===== config.mk =====
export PLATFORM = sky130hd
export DESIGN_NAME = mem_port_arbiter
export DESIGN_NICKNAME = d
export VERILOG_FILES = /design/src/rtl/mem_arb_pkg.sv /design/src/rtl/mem_arb_grant.sv /design/src/rtl/mem_port_arbiter.sv
export SDC_FILE = /design/constraint.sdc
export NUM_CORES = 1
export LEC_CHECK = 0
export BUFFER_PORTS_ARGS = -buffer_cell sky130_fd_sc_hd__buf_4
export CAP_MARGIN = 40
export CORE_ASPECT_RATIO = 0.9
export CORE_MARGIN = 4
export CORE_UTILIZATION = 35
export CTS_CLUSTER_DIAMETER = 30
export CTS_CLUSTER_SIZE = 28
export DETAILED_ROUTE_END_ITERATION = 16
export GPL_ROUTABILITY_DRIVEN = 0
export PLACE_DENSITY = 0.78
export SYNTH_ARGS = -nofsm -noshare
export SYNTH_HDL_FRONTEND = slang
export SYNTH_SLANG_ARGS = --single-unit

===== constraint.sdc =====
create_clock -name clk -period 2.7 [get_ports clk]
set_clock_uncertainty 0.2 [all_clocks]
set_input_delay 0.54 -clock clk [delete_from_list [all_inputs] [get_ports clk]]
set_output_delay 0.54 -clock clk [all_outputs]
set_load 0.005 [all_outputs]

===== src/rtl/mem_arb_pkg.sv =====
// Shared types for the instruction/data memory port arbiter: request/response
// structs, FSM/owner/kind enums and the request classifier.
package mem_arb_pkg;

  typedef struct packed {
    logic        valid;
    logic [31:0] addr;
    logic [31:0] data;
    logic [3:0]  do_read;
    logic [3:0]  do_write;
  } memory_io_req;

  typedef struct packed {
    logic        valid;
    logic [31:0] data;
  } memory_io_rsp;

  typedef enum logic [1:0] {IDLE, ISSUE, WAIT_RSP} arb_state_e;
  typedef enum logic {OWN_INST, OWN_DATA} arb_owner_e;
  typedef enum logic [1:0] {TXN_NULL, TXN_READ, TXN_WRITE} txn_kind_e;

  // Any write strobe makes it a write, even if read strobes are also set.
  function automatic txn_kind_e classify(input memory_io_req r);
    if (r.do_write != '0) return TXN_WRITE;
    if (r.do_read != '0) return TXN_READ;
    return TXN_NULL;
  endfunction

endpackage


===== src/rtl/mem_arb_grant.sv =====
// Data-over-instruction priority with a starvation counter that forces an
// instruction grant after STARVE_LIMIT consecutive data grants.
module mem_arb_grant
  import mem_arb_pkg::*;
#(
  parameter int STARVE_LIMIT = 2
) (
  input  logic clk,
  input  logic rst_n,
  input  logic inst_pend_i,
  input  logic data_pend_i,
  input  logic idle_stb_i,
  output logic grant_data_o
);

  localparam int SW = (STARVE_LIMIT > 0) ? $clog2(STARVE_LIMIT + 1) : 1;
  localparam logic [SW-1:0] LIMIT = SW'(STARVE_LIMIT);

  logic [SW-1:0] starve_cnt_q;
  logic [SW-1:0] starve_cnt_d;

  assign grant_data_o = data_pend_i && !(inst_pend_i && (starve_cnt_q == LIMIT));

  always_comb begin
    starve_cnt_d = starve_cnt_q;
    if (idle_stb_i) begin
      if (grant_data_o && inst_pend_i) starve_cnt_d = starve_cnt_q + SW'(1);
      else                             starve_cnt_d = '0;
    end
  end

  always_ff @(posedge clk or negedge rst_n) begin
    if (!rst_n) starve_cnt_q <= '0;
    else        starve_cnt_q <= starve_cnt_d;
  end

endmodule


===== src/rtl/mem_port_arbiter.sv =====
// Shares one memory port between fetch and data requesters: one transaction in
// flight, registered mem_req, combinational response routing to the owner.
module mem_port_arbiter
  import mem_arb_pkg::*;
#(
  parameter int STARVE_LIMIT   = 2,
  parameter int TIMEOUT_CYCLES = 64
) (
  input  logic         clk,
  input  logic         reset,
  input  memory_io_req inst_req,
  output logic         inst_req_ack,
  output memory_io_rsp inst_rsp,
  input  memory_io_req data_req,
  output logic         data_req_ack,
  output memory_io_rsp data_rsp,
  output memory_io_req mem_req,
  input  logic         mem_req_ack,
  input  memory_io_rsp mem_rsp,
  output logic         busy,
  output logic         timeout_err
);

  localparam int CW = (TIMEOUT_CYCLES > 1) ? $clog2(TIMEOUT_CYCLES) : 1;
  localparam logic [CW-1:0] TO_LAST = CW'(TIMEOUT_CYCLES - 1);

  arb_state_e    state_q;
  arb_owner_e    owner_q;
  txn_kind_e     kind_q;
  memory_io_req  mem_req_q;
  logic          inst_ack_q;
  logic          data_ack_q;
  logic          timeout_err_q;
  logic [CW-1:0] tmo_cnt_q;

  logic          inst_pend;
  logic          data_pend;
  logic          idle_stb;
  logic          grant_data;
  memory_io_req  win_req;
  txn_kind_e     win_kind;
  logic          rsp_gate;
  logic          done;
  logic          tmo_hit;
  memory_io_rsp  rsp_out;

  // The ack pulse lands while the requester still holds valid; mask it so a
  // null request is not granted twice.
  assign inst_pend = inst_req.valid && !inst_ack_q;
  assign data_pend = data_req.valid && !data_ack_q;
  assign idle_stb  = (state_q == IDLE) && (inst_pend || data_pend);

  mem_arb_grant #(
    .STARVE_LIMIT(STARVE_LIMIT)
  ) u_grant (
    .clk          (clk),
    .rst_n        (reset),
    .inst_pend_i  (inst_pend),
    .data_pend_i  (data_pend),
    .idle_stb_i   (idle_stb),
    .grant_data_o (grant_data)
  );

  assign win_req  = grant_data ? data_req : inst_req;
  assign win_kind = classify(win_req);
  assign rsp_gate = (state_q == WAIT_RSP) || ((state_q == ISSUE) && mem_req_ack);

  always_comb begin
    done = 1'b0;
    case (state_q)
      ISSUE:    done = mem_req_ack && ((kind_q == TXN_WRITE) || mem_rsp.valid);
      WAIT_RSP: done = mem_rsp.valid;
      default:  done = 1'b0;
    endcase
  end

  assign tmo_hit = (TIMEOUT_CYCLES != 0) && (state_q != IDLE) &&
                   (tmo_cnt_q == TO_LAST) && !done;

  always_comb begin
    rsp_out  = '0;
    inst_rsp = '0;
    data_rsp = '0;
    if (rsp_gate && mem_rsp.valid) rsp_out = mem_rsp;
    else if (tmo_hit)              rsp_out.valid = 1'b1;
    if (owner_q == OWN_INST) inst_rsp = rsp_out;
    else                     data_rsp = rsp_out;
  end

  always_ff @(posedge clk or negedge reset) begin
    if (!reset) begin
      state_q       <= IDLE;
      owner_q       <= OWN_INST;
      kind_q        <= TXN_NULL;
      mem_req_q     <= '0;
      inst_ack_q    <= 1'b0;
      data_ack_q    <= 1'b0;
      timeout_err_q <= 1'b0;
      tmo_cnt_q     <= '0;
    end else begin
      inst_ack_q <= 1'b0;
      data_ack_q <= 1'b0;
      case (state_q)
        IDLE: begin
          if (idle_stb) begin
            inst_ack_q <= !grant_data;
            data_ack_q <= grant_data;
            owner_q    <= grant_data ? OWN_DATA : OWN_INST;
            kind_q     <= win_kind;
            if (win_kind != TXN_NULL) begin
              mem_req_q       <= win_req;
              mem_req_q.valid <= 1'b1;
              tmo_cnt_q       <= '0;
              state_q         <= ISSUE;
            end
          end
        end
        ISSUE, WAIT_RSP: begin
          tmo_cnt_q <= tmo_cnt_q + CW'(1);
          if (done) begin
            mem_req_q.valid <= 1'b0;
            state_q         <= IDLE;
          end else if (tmo_hit) begin
            mem_req_q.valid <= 1'b0;
            timeout_err_q   <= 1'b1;
            state_q         <= IDLE;
          end else if ((state_q == ISSUE) && mem_req_ack) begin
            mem_req_q.valid <= 1'b0;
            state_q         <= WAIT_RSP;
          end
        end
        default: state_q <= IDLE;
      endcase
    end
  end

  assign mem_req      = mem_req_q;
  assign inst_req_ack = inst_ack_q;
  assign data_req_ack = data_ack_q;
  assign busy         = (state_q != IDLE);
  assign timeout_err  = timeout_err_q;

endmodule


==> results of run 1 <==
-- logic make-up after synthesis --
group	count (synthesis)	synth area share
DFF	89	0.466
buffers and inverters	41	0.0453
muxes	75	0.158
and+or+nand+nor	183	0.193
adders and majority gates	7	0.0183
AOI/OAI and AO/OA	103	0.119
-- registers in the layout, indices dropped and copies added (netlist names) --
register / flops
tmo_cnt_q: 6
owner_q: 1
state_q: 2
kind_q: 2
data_req_ack: 1
u_grant.starve_cnt_q: 2
timeout_err: 1
mem_req: 73
inst_req_ack: 1
-- cell type report --
type | instances | area, sq um | area share
clock buffer | 12 | 246 | 0.0306
clock inverter | 3 | 17.5 | 0.00217
inverter | 5 | 18.8 | 0.00233
multi-input combinational | 368 | 2490 | 0.309
sequential | 89 | 2230 | 0.277
tap | 168 | 210 | 0.0261
timing repair buffer | 348 | 2850 | 0.353
-- layer usage --
layer | GRT usage | part of all wire | vias up
met5 | 0 | 0 | -
met4 | 0.0479 | 0.0092 | 0
met3 | 0.0617 | 0.077 | 10
met2 | 0.315 | 0.50 | 182
met1 | 0.263 | 0.41 | 2285
li1 | - | - | 2378
-- per-stage QoR --
stage	total power, W	area (sq um)	setup TNS, ns
floorplan	0.00419	4780	0
global placement	0.00591	7420	0
detailed placement	0.00601	7420	0
CTS	0.00720	7710	0
global route	0.00795	8060	-4.53
finish	0.00738	8060	-0.191
-- power groups by stage --
stage | logic (W) | clock network [W] | registers (W)
5_1_grt | 0.00433 | 0.00122 | 0.00240
6_report | 0.00394 | 0.00112 | 0.00232
4_1_cts | 0.00373 | 0.00116 | 0.00231
2_1_floorplan | 0.00185 | 0 | 0.00234
3_3_place_gp | 0.00361 | 0 | 0.00230
3_5_place_dp | 0.00370 | 0 | 0.00232
-- how the worst min path moves through the flow --
stage	from	end	slack, ns	cells after the start
global route	reset	inst_req_ack$_DFF_PN0_	0.03	1
detailed placement	timeout_err$_DFFE_PN0P_	timeout_err$_DFFE_PN0P_	0.28	1
CTS	reset	data_req_ack$_DFF_PN0_	0.02	1
global placement	kind_q[0]$_DFFE_PN0P_	kind_q[0]$_DFFE_PN0P_	0.27	2
floorplan	reset	data_req_ack$_DFF_PN0_	0.04	0
finish	reset	mem_req[72]$_DFFE_PN0P_	0.007	1
-- worst reg2reg max path, stage by stage (launching register included) --
cell	delay [ns]
dfrtp_1	0.40
inv_2	0.11
buf_4	0.11
ha_1	0.20
buf_4	0.17
o21ai_1	0.09
and3b_4	0.47
buf_4	0.33
nor2_1	0.08
a21oi_1	0.12
-- layout by cell type, fill, tap and decap left out, drive strengths merged, types with 2 or more instances in the layout --
cell / synthesis / routed
and2: 35 / 35
nor4: 2 / 2
clkinv: 0 / 2
nor2b: 6 / 6
nor3: 2 / 2
clkbuf: 26 / 14
a21oi: 76 / 76
o21ai: 11 / 11
nor2: 77 / 77
o31ai: 4 / 4
o211ai: 2 / 2
or4: 2 / 2
buf: 10 / 346
nand2b: 5 / 5
nand3: 5 / 5
dfrtp: 89 / 89
mux2: 3 / 3
and3: 32 / 32
inv: 5 / 5
mux2i: 72 / 72
nand2: 12 / 12
nand3b: 2 / 2
ha: 7 / 7
-- repair_timing --
item | 4_1_cts | 5_1_grt
resized for setup | 4 | 75
buffers inserted | 2 | 4
setup endpoints to repair | 35 | 66
cloned | 0 | 3
pin swaps | 0 | 32
==> impl_metrics.env, run 1 <==
export IMPL_status="complete, but fails checks"
export IMPL_violations="setup timing"
export IMPL_endpoint="inst_rsp[9]"
export IMPL_drive_gt1_frac=0.498
export IMPL_rrSetupSlack_ns=0.34
export IMPL_synth_common_cells="89 x dfrtp_1, 77 x nor2_1, 76 x a21oi_1"
export IMPL_cts_tree="done"
export IMPL_cts_htree_levels=3
export IMPL_slew_violations=0
export IMPL_diodes=0
export IMPL_drt_first_iter_violations=242
export IMPL_dp_hpwl_um=12700
export IMPL_ctsHoldBuffers=0
export IMPL_avgRoutedWirePerCell_um=16.9
export IMPL_critPathTopFamily="simple AND/OR/NAND/NOR gates"
export IMPL_vias=4855
export IMPL_clk_path_buf_depth=2
export IMPL_ys_ff_latch=89
export IMPL_numClockSinks=89
export IMPL_utilization=0.603
export IMPL_start_kind="flip-flop"
export IMPL_stdcell_count=993
export IMPL_cp_max_fo=8
export IMPL_layout_nets=1010
export IMPL_die_h_um=119
export IMPL_syn_inst=498
export IMPL_max_cap_violations=0
export IMPL_clkPwrFrac=0.152
export IMPL_grt_pass1_vias=4742
export IMPL_synth_ff_type="dfrtp_1"
export IMPL_rsz0062_at_grt="true"
export IMPL_detail_route_antenna_nets=0
export IMPL_viasPerCell=4.89
export IMPL_ys_async_sr_fraction=1.00
export IMPL_p_seq_frac=0.314
export IMPL_pwr_share_comb=0.534
export IMPL_fmax_mhz=368
export IMPL_placement_io_buffers=324
export IMPL_yosysMostFrequentCell="dfrtp_1"
export IMPL_cp_depth=8
export IMPL_drc=0
export IMPL_path_cells="inv_2 > ha_4 > and2_4 > o21a_1 > nor2b_4 > buf_6 > and2_1 > buf_4"
export IMPL_intPower_w=0.00468
export IMPL_worstReg2RegEnd="mem_req[57]$_DFFE_PN0P_"
export IMPL_vdd_drop_max_mv=0.470
export IMPL_yosysTopAreaCellShare=0.466
export IMPL_post_place_ws_ns=0.102
export IMPL_rr_worst_depth=9
export IMPL_drt_pass1_iterations=4
export IMPL_worst_setup_path_end_kind="output pin"
export IMPL_crit_type="reg2out"
export IMPL_leakagePower_nw=4.06
export IMPL_crit_slowest_cell="dfrtp_1"
export IMPL_startpoint="state_q[1]$_DFFE_PN0P_"
export IMPL_syn_area_sq_mm=0.00478
export IMPL_core_area_sq_mm=0.0134
export IMPL_routed_wl_um=16800
export IMPL_clk_pin_slew_ns=0.06
export IMPL_switching_power_w=0.00271
export IMPL_cts_root_buf="clkbuf_16"
export IMPL_power_share_switching=0.367
export IMPL_timing_final_crit_share=1.01
export IMPL_row_count=40
export IMPL_post_synth_num_cell_types=37
export IMPL_setup_slack_ns=-0.0187
export IMPL_die_area_sq_mm=0.0156
export IMPL_crit_buf_inv=3
export IMPL_synth_edf_count=0
export IMPL_p_per_area_mw_per_mm2=916
export IMPL_r2r_start="state_q[1]$_DFFE_PN0P_"
export IMPL_io_pins=325
export IMPL_synth_top_cell_by_area="dfrtp_1"
export IMPL_crit_required_ns=1.96
export IMPL_cts_buffers=9
export IMPL_globalRouteOverflowTotal=0
export IMPL_yosysWarnings=0
export IMPL_antenna_found_initial=0
export IMPL_grtUsageTotal=0.197
export IMPL_die_w_um=131
export IMPL_start_util=0.357
export IMPL_area_growth_pct=68.7
export IMPL_hold_class="in2async"
export IMPL_relSlewSlack=0.619
export IMPL_fillers=1121
export IMPL_synth_seq_area_share=0.466
export IMPL_worst_slew_pin_slew_ns=0.572
export IMPL_crit_arrival_ns=1.98
export IMPL_grt_pass1_wl_um=25100
export IMPL_synth_area_top_cells="dfrtp_1 47%, mux2i_1 15%, a21oi_1 8.0%"
export IMPL_finalSetupViolCount=22
export IMPL_whs_ns=0.00720
export IMPL_crit_path_max_incr_delay_ns=0.40
export IMPL_placedCellCount=969
export IMPL_insertion_delay_ns=0.32
export IMPL_grt_max_degree=55
export IMPL_syn_avg_cell_area_sq_um=9.59
export IMPL_syn_num_nets=687
export IMPL_hold_viol_final=0
export IMPL_fin_crit_ns=2.72
Note: power is estimated with default switching activity, not from simulation.
==> run 2, diff against run 1 <==
--- a/config.mk
+++ b/config.mk
@@ -7,14 +7,13 @@
 export LEC_CHECK = 0
 export BUFFER_PORTS_ARGS = -buffer_cell sky130_fd_sc_hd__buf_4
 export CAP_MARGIN = 40
-export CORE_ASPECT_RATIO = 0.9
-export CORE_MARGIN = 4
-export CORE_UTILIZATION = 35
+export CORE_AREA = 4 4 126 128
 export CTS_CLUSTER_DIAMETER = 30
 export CTS_CLUSTER_SIZE = 28
 export DETAILED_ROUTE_END_ITERATION = 16
+export DIE_AREA = 0 0 130 132
 export GPL_ROUTABILITY_DRIVEN = 0
-export PLACE_DENSITY = 0.78
+export PLACE_DENSITY = 0.74
 export SYNTH_ARGS = -nofsm -noshare
 export SYNTH_HDL_FRONTEND = slang
 export SYNTH_SLANG_ARGS = --single-unit
==> run 2 against run 1 <==
Net effect:
- the run now ends clean
- fmax up 2.6%
- cell count grew 1.3%
- sequential power is essentially flat
- final area decreased by 3.4%
- first-iteration DRC count fell by 24%
- critical path depth unchanged
- sequential cell count did not move
- non-clock buffer count decreased by 9
- sequential share of layout area up 0.96 points
- register-to-register slack barely moved
- combinational power down 5.6%
- utilization down 7.9 points
- largest cell class unchanged
- largest power group unchanged
==> impl_metrics.env, run 2 (same netlist as run 1, synthesis figures left out) <==
export IMPL_status="completed"
export IMPL_grt_max_degree=74
export IMPL_cts_root_buf="clkbuf_16"
export IMPL_grt_pass1_wl_um=25000
export IMPL_cts_buffers=9
export IMPL_crit_arrival_ns=1.91
export IMPL_crit_required_ns=1.96
export IMPL_start_util=0.321
export IMPL_leakagePower_nw=3.97
export IMPL_grtUsageTotal=0.185
export IMPL_whs_ns=0.00992
export IMPL_relSlewSlack=0.596
export IMPL_layout_nets=1001
export IMPL_timing_final_crit_share=0.982
export IMPL_ctsHoldBuffers=0
export IMPL_numClockSinks=89
export IMPL_area_growth_pct=62.9
export IMPL_worst_slew_pin_slew_ns=0.607
export IMPL_io_pins=325
export IMPL_cts_htree_levels=3
export IMPL_vdd_drop_max_mv=0.392
export IMPL_fin_crit_ns=2.65
export IMPL_placement_io_buffers=324
export IMPL_clk_path_buf_depth=2
export IMPL_crit_slowest_cell="dfrtp_1"
export IMPL_drive_gt1_frac=0.452
export IMPL_drc=0
export IMPL_crit_path_max_incr_delay_ns=0.39
export IMPL_cts_tree="done"
export IMPL_globalRouteOverflowTotal=0
export IMPL_max_cap_violations=0
export IMPL_total_power_w=0.00721
export IMPL_fmax_mhz=377
export IMPL_die_area_sq_mm=0.0172
export IMPL_routed_wl_um=16600
export IMPL_drt_pass1_iterations=4
export IMPL_layout_common_cells="332 x buf_4, 89 x dfrtp_1, 77 x nor2_1, 74 x a21oi_1, 72 x mux2i_1"
export IMPL_core_area_sq_mm=0.0149
export IMPL_row_count=45
export IMPL_hold_viol_final=0
export IMPL_path_cells="inv_2 > ha_2 > and2_4 > o21a_1 > nor2b_4 > buf_12 > and2_4 > buf_4"
export IMPL_crit_type="reg2out"
export IMPL_viasPerCell=4.79
export IMPL_worst_setup_path_end_kind="output pin"
export IMPL_antenna_found_initial=2
export IMPL_hold_class="in2async"
export IMPL_die_w_um=130
export IMPL_finalSetupViolCount=0
export IMPL_p_per_area_mw_per_mm2=926
export IMPL_utilization=0.524
export IMPL_avgRoutedWirePerCell_um=16.5
export IMPL_grt_pass1_vias=4772
export IMPL_start_kind="flip-flop"
export IMPL_detail_route_antenna_nets=0
export IMPL_largest_register_ff_count=73
export IMPL_fillers=1442
export IMPL_drt_first_iter_violations=185
export IMPL_dp_hpwl_um=13400
export IMPL_die_h_um=132
export IMPL_slew_violations=0
export IMPL_cp_max_fo=32
export IMPL_insertion_delay_ns=0.33
export IMPL_clk_pin_slew_ns=0.07
export IMPL_vias=4820
export IMPL_cpMostUsedCell="and2_4"
export IMPL_final_common_cell="buf_4"
## run 2: path summary, 6_finish.rpt
| path | startpoint | to | slack (ns) | depth (start not counted) |
|---|---|---|---|---|
| setup / recovery | state_q[1]$_DFFE_PN0P_ | inst_rsp[1] | 0.05 | 8 |
| hold / removal | reset | mem_req[60]$_DFFE_PN0P_ | 0.01 | 1 |
| setup reg to reg | state_q[0]$_DFFE_PN0P_ | state_q[1]$_DFFE_PN0P_ | 0.34 | 7 |
| hold reg to reg | timeout_err$_DFFE_PN0P_ | timeout_err$_DFFE_PN0P_ | 0.29 | 1 |
| max in group asynchronous | reset | mem_req[14]$_DFFE_PN0P_ | 1.64 | 2 |
| min in group clk | timeout_err$_DFFE_PN0P_ | timeout_err$_DFFE_PN0P_ | 0.29 | 1 |
## run 2: metrics by stage
step                      setup TNS [ns]  worst slack, ns  std cells  area [sq um]
after floorplan                        0            0.351        498          4780
after global placement                 0            0.160        987          7430
after detailed placement               0            0.168        987          7430
after CTS                      -0.000533        -0.000533       1004          7740
after global routing              -0.142          -0.0186       1006          7780
final                                  0           0.0497       1006          7780
## run 2: final cells by class
cell class / count / area, sq um / share of cell area
timing repair buffer: 339 / 2620 / 0.337
multi-input combinational: 368 / 2390 / 0.308
inverter: 5 / 18.8 / 0.00241
tap: 188 / 235 / 0.0302
antenna: 2 / 5.00 / 0.000643
sequential: 89 / 2230 / 0.286
clock buffer: 10 / 239 / 0.0307
clock inverter: 5 / 41.3 / 0.00530
## run 2: timing repair
item,CTS,global route
setup buffers,2,0
hold endpoints to repair,0,0
endpoints found under the setup margin,38,66
gates resized for setup,3,10
## run 2: critical path: cells and delay by family (launching register included)
family	cells	cell delay (ns)
buffers and inverters	3	0.34
flip-flops	1	0.39
adder cells (fa/ha/maj)	1	0.17
AO/OA/AOI/OAI	1	0.17
AND/OR/NAND/NOR	3	0.50
## run 2: layer usage
layer,wire length (um),share of wire,vias to the layer above,GRT usage
li1,-,-,2359,-
met4,282,0.017,0,0.0560
met5,0,0,-,0
met3,1790,0.11,16,0.0636
met2,8720,0.52,227,0.332
met1,5860,0.35,2218,0.205
## run 2: power by group
| group | switching, W | leakage [nW] | internal, W |
|---|---|---|---|
| sequential | 0.000353 | 1.01 | 0.00195 |
| clock | 0.000531 | 0.136 | 0.000652 |
| combinational | 0.00181 | 2.82 | 0.00191 |
| total | 0.00270 | 3.97 | 0.00451 |
==> run 3, diff against run 2 <==
==> constraint.sdc (replaced) <==
create_clock -name clk -period 2.59 [get_ports clk]
set_clock_uncertainty 0.2 [all_clocks]
set_input_delay 0.518 -clock clk [delete_from_list [all_inputs] [get_ports clk]]
set_output_delay 0.518 -clock clk [all_outputs]
set_load 0.005 [all_outputs]
==> run 3 against run 2 <==
Net effect:
- the flow now finishes with violations (setup timing)
- register-to-register slack got worse by 0.06 ns
- sequential share of layout area decreased by 1.0 points
- critical endpoint is now inst_rsp[14]
- hold slack gained 0.27 ns
- sequential power increased by 4%
- routed wire length up 2.2%
- clock power is 15% higher
==> impl_metrics.env, run 3 (same netlist as run 1, synthesis figures left out) <==
export IMPL_cts_tree="done"
export IMPL_max_cap_violations=0
export IMPL_vdd_drop_max_mv=0.492
export IMPL_timing_final_crit_share=1.00
export IMPL_die_area_sq_mm=0.0172
export IMPL_crit_arrival_ns=1.87
export IMPL_die_w_um=130
export IMPL_area_growth_pct=69.2
export IMPL_leakagePower_nw=4.11
export IMPL_worst_slew_pin_slew_ns=0.420
export IMPL_top_layer_used="met4"
export IMPL_cts_htree_levels=3
export IMPL_total_power_w=0.00789
export IMPL_wl_met3_um=1710
export IMPL_drc=0
export IMPL_wl_met1_um=5980
export IMPL_worst_setup_path_end_kind="output pin"
export IMPL_final_area_sq_mm=0.00808
export IMPL_die_h_um=132
export IMPL_whs_ns=0.276
export IMPL_io_pins=325
export IMPL_cp_max_fo=7
export IMPL_grtUsageTotal=0.187
export IMPL_area_sequential_sq_mm=0.00223
export IMPL_drt_pass1_iterations=4
export IMPL_cts_root_buf="clkbuf_16"
export IMPL_numClockSinks=89
export IMPL_relSlewSlack=0.712
export IMPL_grt_pass1_wl_um=25500
export IMPL_slew_violations=0
export IMPL_hold_viol_final=0
export IMPL_core_area_sq_mm=0.0149
export IMPL_stdcell_count=1025
export IMPL_multi_input_area_sq_mm=0.00246
export IMPL_fin_crit_ns=2.59
export IMPL_clk_pin_slew_ns=0.07
export IMPL_violations="setup timing"
export IMPL_drt_first_iter_violations=188
export IMPL_layout_common_cells="331 x buf_4, 88 x dfrtp_1, 76 x nor2_1, 74 x a21oi_1, 72 x mux2i_1"
export IMPL_insertion_delay_ns=0.33
export IMPL_antenna_found_initial=2
export IMPL_crit_type="reg2out"
export IMPL_placedCellCount=1003
export IMPL_p_per_area_mw_per_mm2=975
export IMPL_placed_area_sq_mm=0.00754
export IMPL_tns_ns=-0.00209
export IMPL_grt_max_degree=63
export IMPL_detail_route_antenna_nets=0
export IMPL_final_common_cell="buf_4"
export IMPL_drive_gt1_frac=0.485
export IMPL_start_util=0.321
export IMPL_avgRoutedWirePerCell_um=16.6
export IMPL_met2_length_um=8990
export IMPL_vias=4911
export IMPL_hold_class="reg2reg"
export IMPL_clk_path_buf_depth=2
export IMPL_crit_required_ns=1.87
export IMPL_largest_register_ff_count=73
export IMPL_viasPerCell=4.79
export IMPL_fmax_mhz=386
export IMPL_setup_slack_ns=-0.00209
export IMPL_dp_hpwl_um=13700
export IMPL_globalRouteOverflowTotal=0
export IMPL_fillers=1364
export IMPL_start_kind="flip-flop"
export IMPL_layout_nets=1019
export IMPL_cts_buffers=9
export IMPL_rsz0062_at_grt="true"
export IMPL_status="complete, but fails checks"
export IMPL_row_count=45
export IMPL_grt_pass1_vias=4830
export IMPL_routed_wl_um=17000
export IMPL_finalSetupViolCount=1
export IMPL_placement_io_buffers=324
run 3: cell type report:
class | count | area share
Clock inverter | 6 | 0.00898
Inverter | 5 | 0.00232
Antenna cell | 2 | 0.000619
Timing Repair Buffer | 357 | 0.350
Tap cell | 188 | 0.0291
Multi-Input combinational cell | 368 | 0.304
Sequential cell | 89 | 0.276
Clock buffer | 10 | 0.0296
run 3: critical path, cell delays in order (launching register included):
cell and delay (ns):
dfrtp_2 0.45, ha_4 0.17, and2_4 0.13, o21a_4 0.20
nor2b_4 0.16, buf_6 0.13, and2_1 0.15, buf_4 0.13
run 3: stage by stage:
| stage | util | setup slack, ns |
|---|---|---|
| final | 0.544 | -0.00209 |
| after floorplan | - | 0.263 |
| after CTS | 0.532 | -0.0350 |
| after global routing | 0.544 | -0.113 |
| after detailed placement | 0.507 | -0.00575 |
| after global placement | 0.507 | 0.0634 |
run 3: worst paths after layout:
kind,end,from,slack (ns),depth (start not counted)
worst max-delay path,inst_rsp[14],state_q[0]$_DFFE_PN0P_,-0.002,7
worst min-delay path,timeout_err$_DFFE_PN0P_,timeout_err$_DFFE_PN0P_,0.28,1
worst max register to register,mem_req[35]$_DFFE_PN0P_,state_q[0]$_DFFE_PN0P_,0.28,9
worst min register to register,timeout_err$_DFFE_PN0P_,timeout_err$_DFFE_PN0P_,0.28,1
max in group asynchronous,state_q[0]$_DFFE_PN0P_,reset,1.13,3
min in group asynchronous,mem_req[44]$_DFFE_PN0P_,reset,0.45,2
run 3: where the power goes:
part	internal, W	leakage [nW]	switching, W
registers	0.00204	1.01	0.000363
clock network	0.000789	0.155	0.000574
logic	0.00218	2.94	0.00194
run 3: what timing repair did:
action | CTS | global route
hold endpoints to repair | 25 | 0
gates cloned | 1 | 0
setup buffers | 1 | 3
pin swaps | 1 | 14
endpoints found under the setup margin | 66 | 66
gates resized for setup | 9 | 46
hold buffers | 1 | 0
run 3: metal layers:
layer | vias up | global-route usage
li1 | 2393 | -
met1 | 2264 | 0.213
met2 | 238 | 0.333
met3 | 16 | 0.0563
met4 | 0 | 0.0589
met5 | - | 0
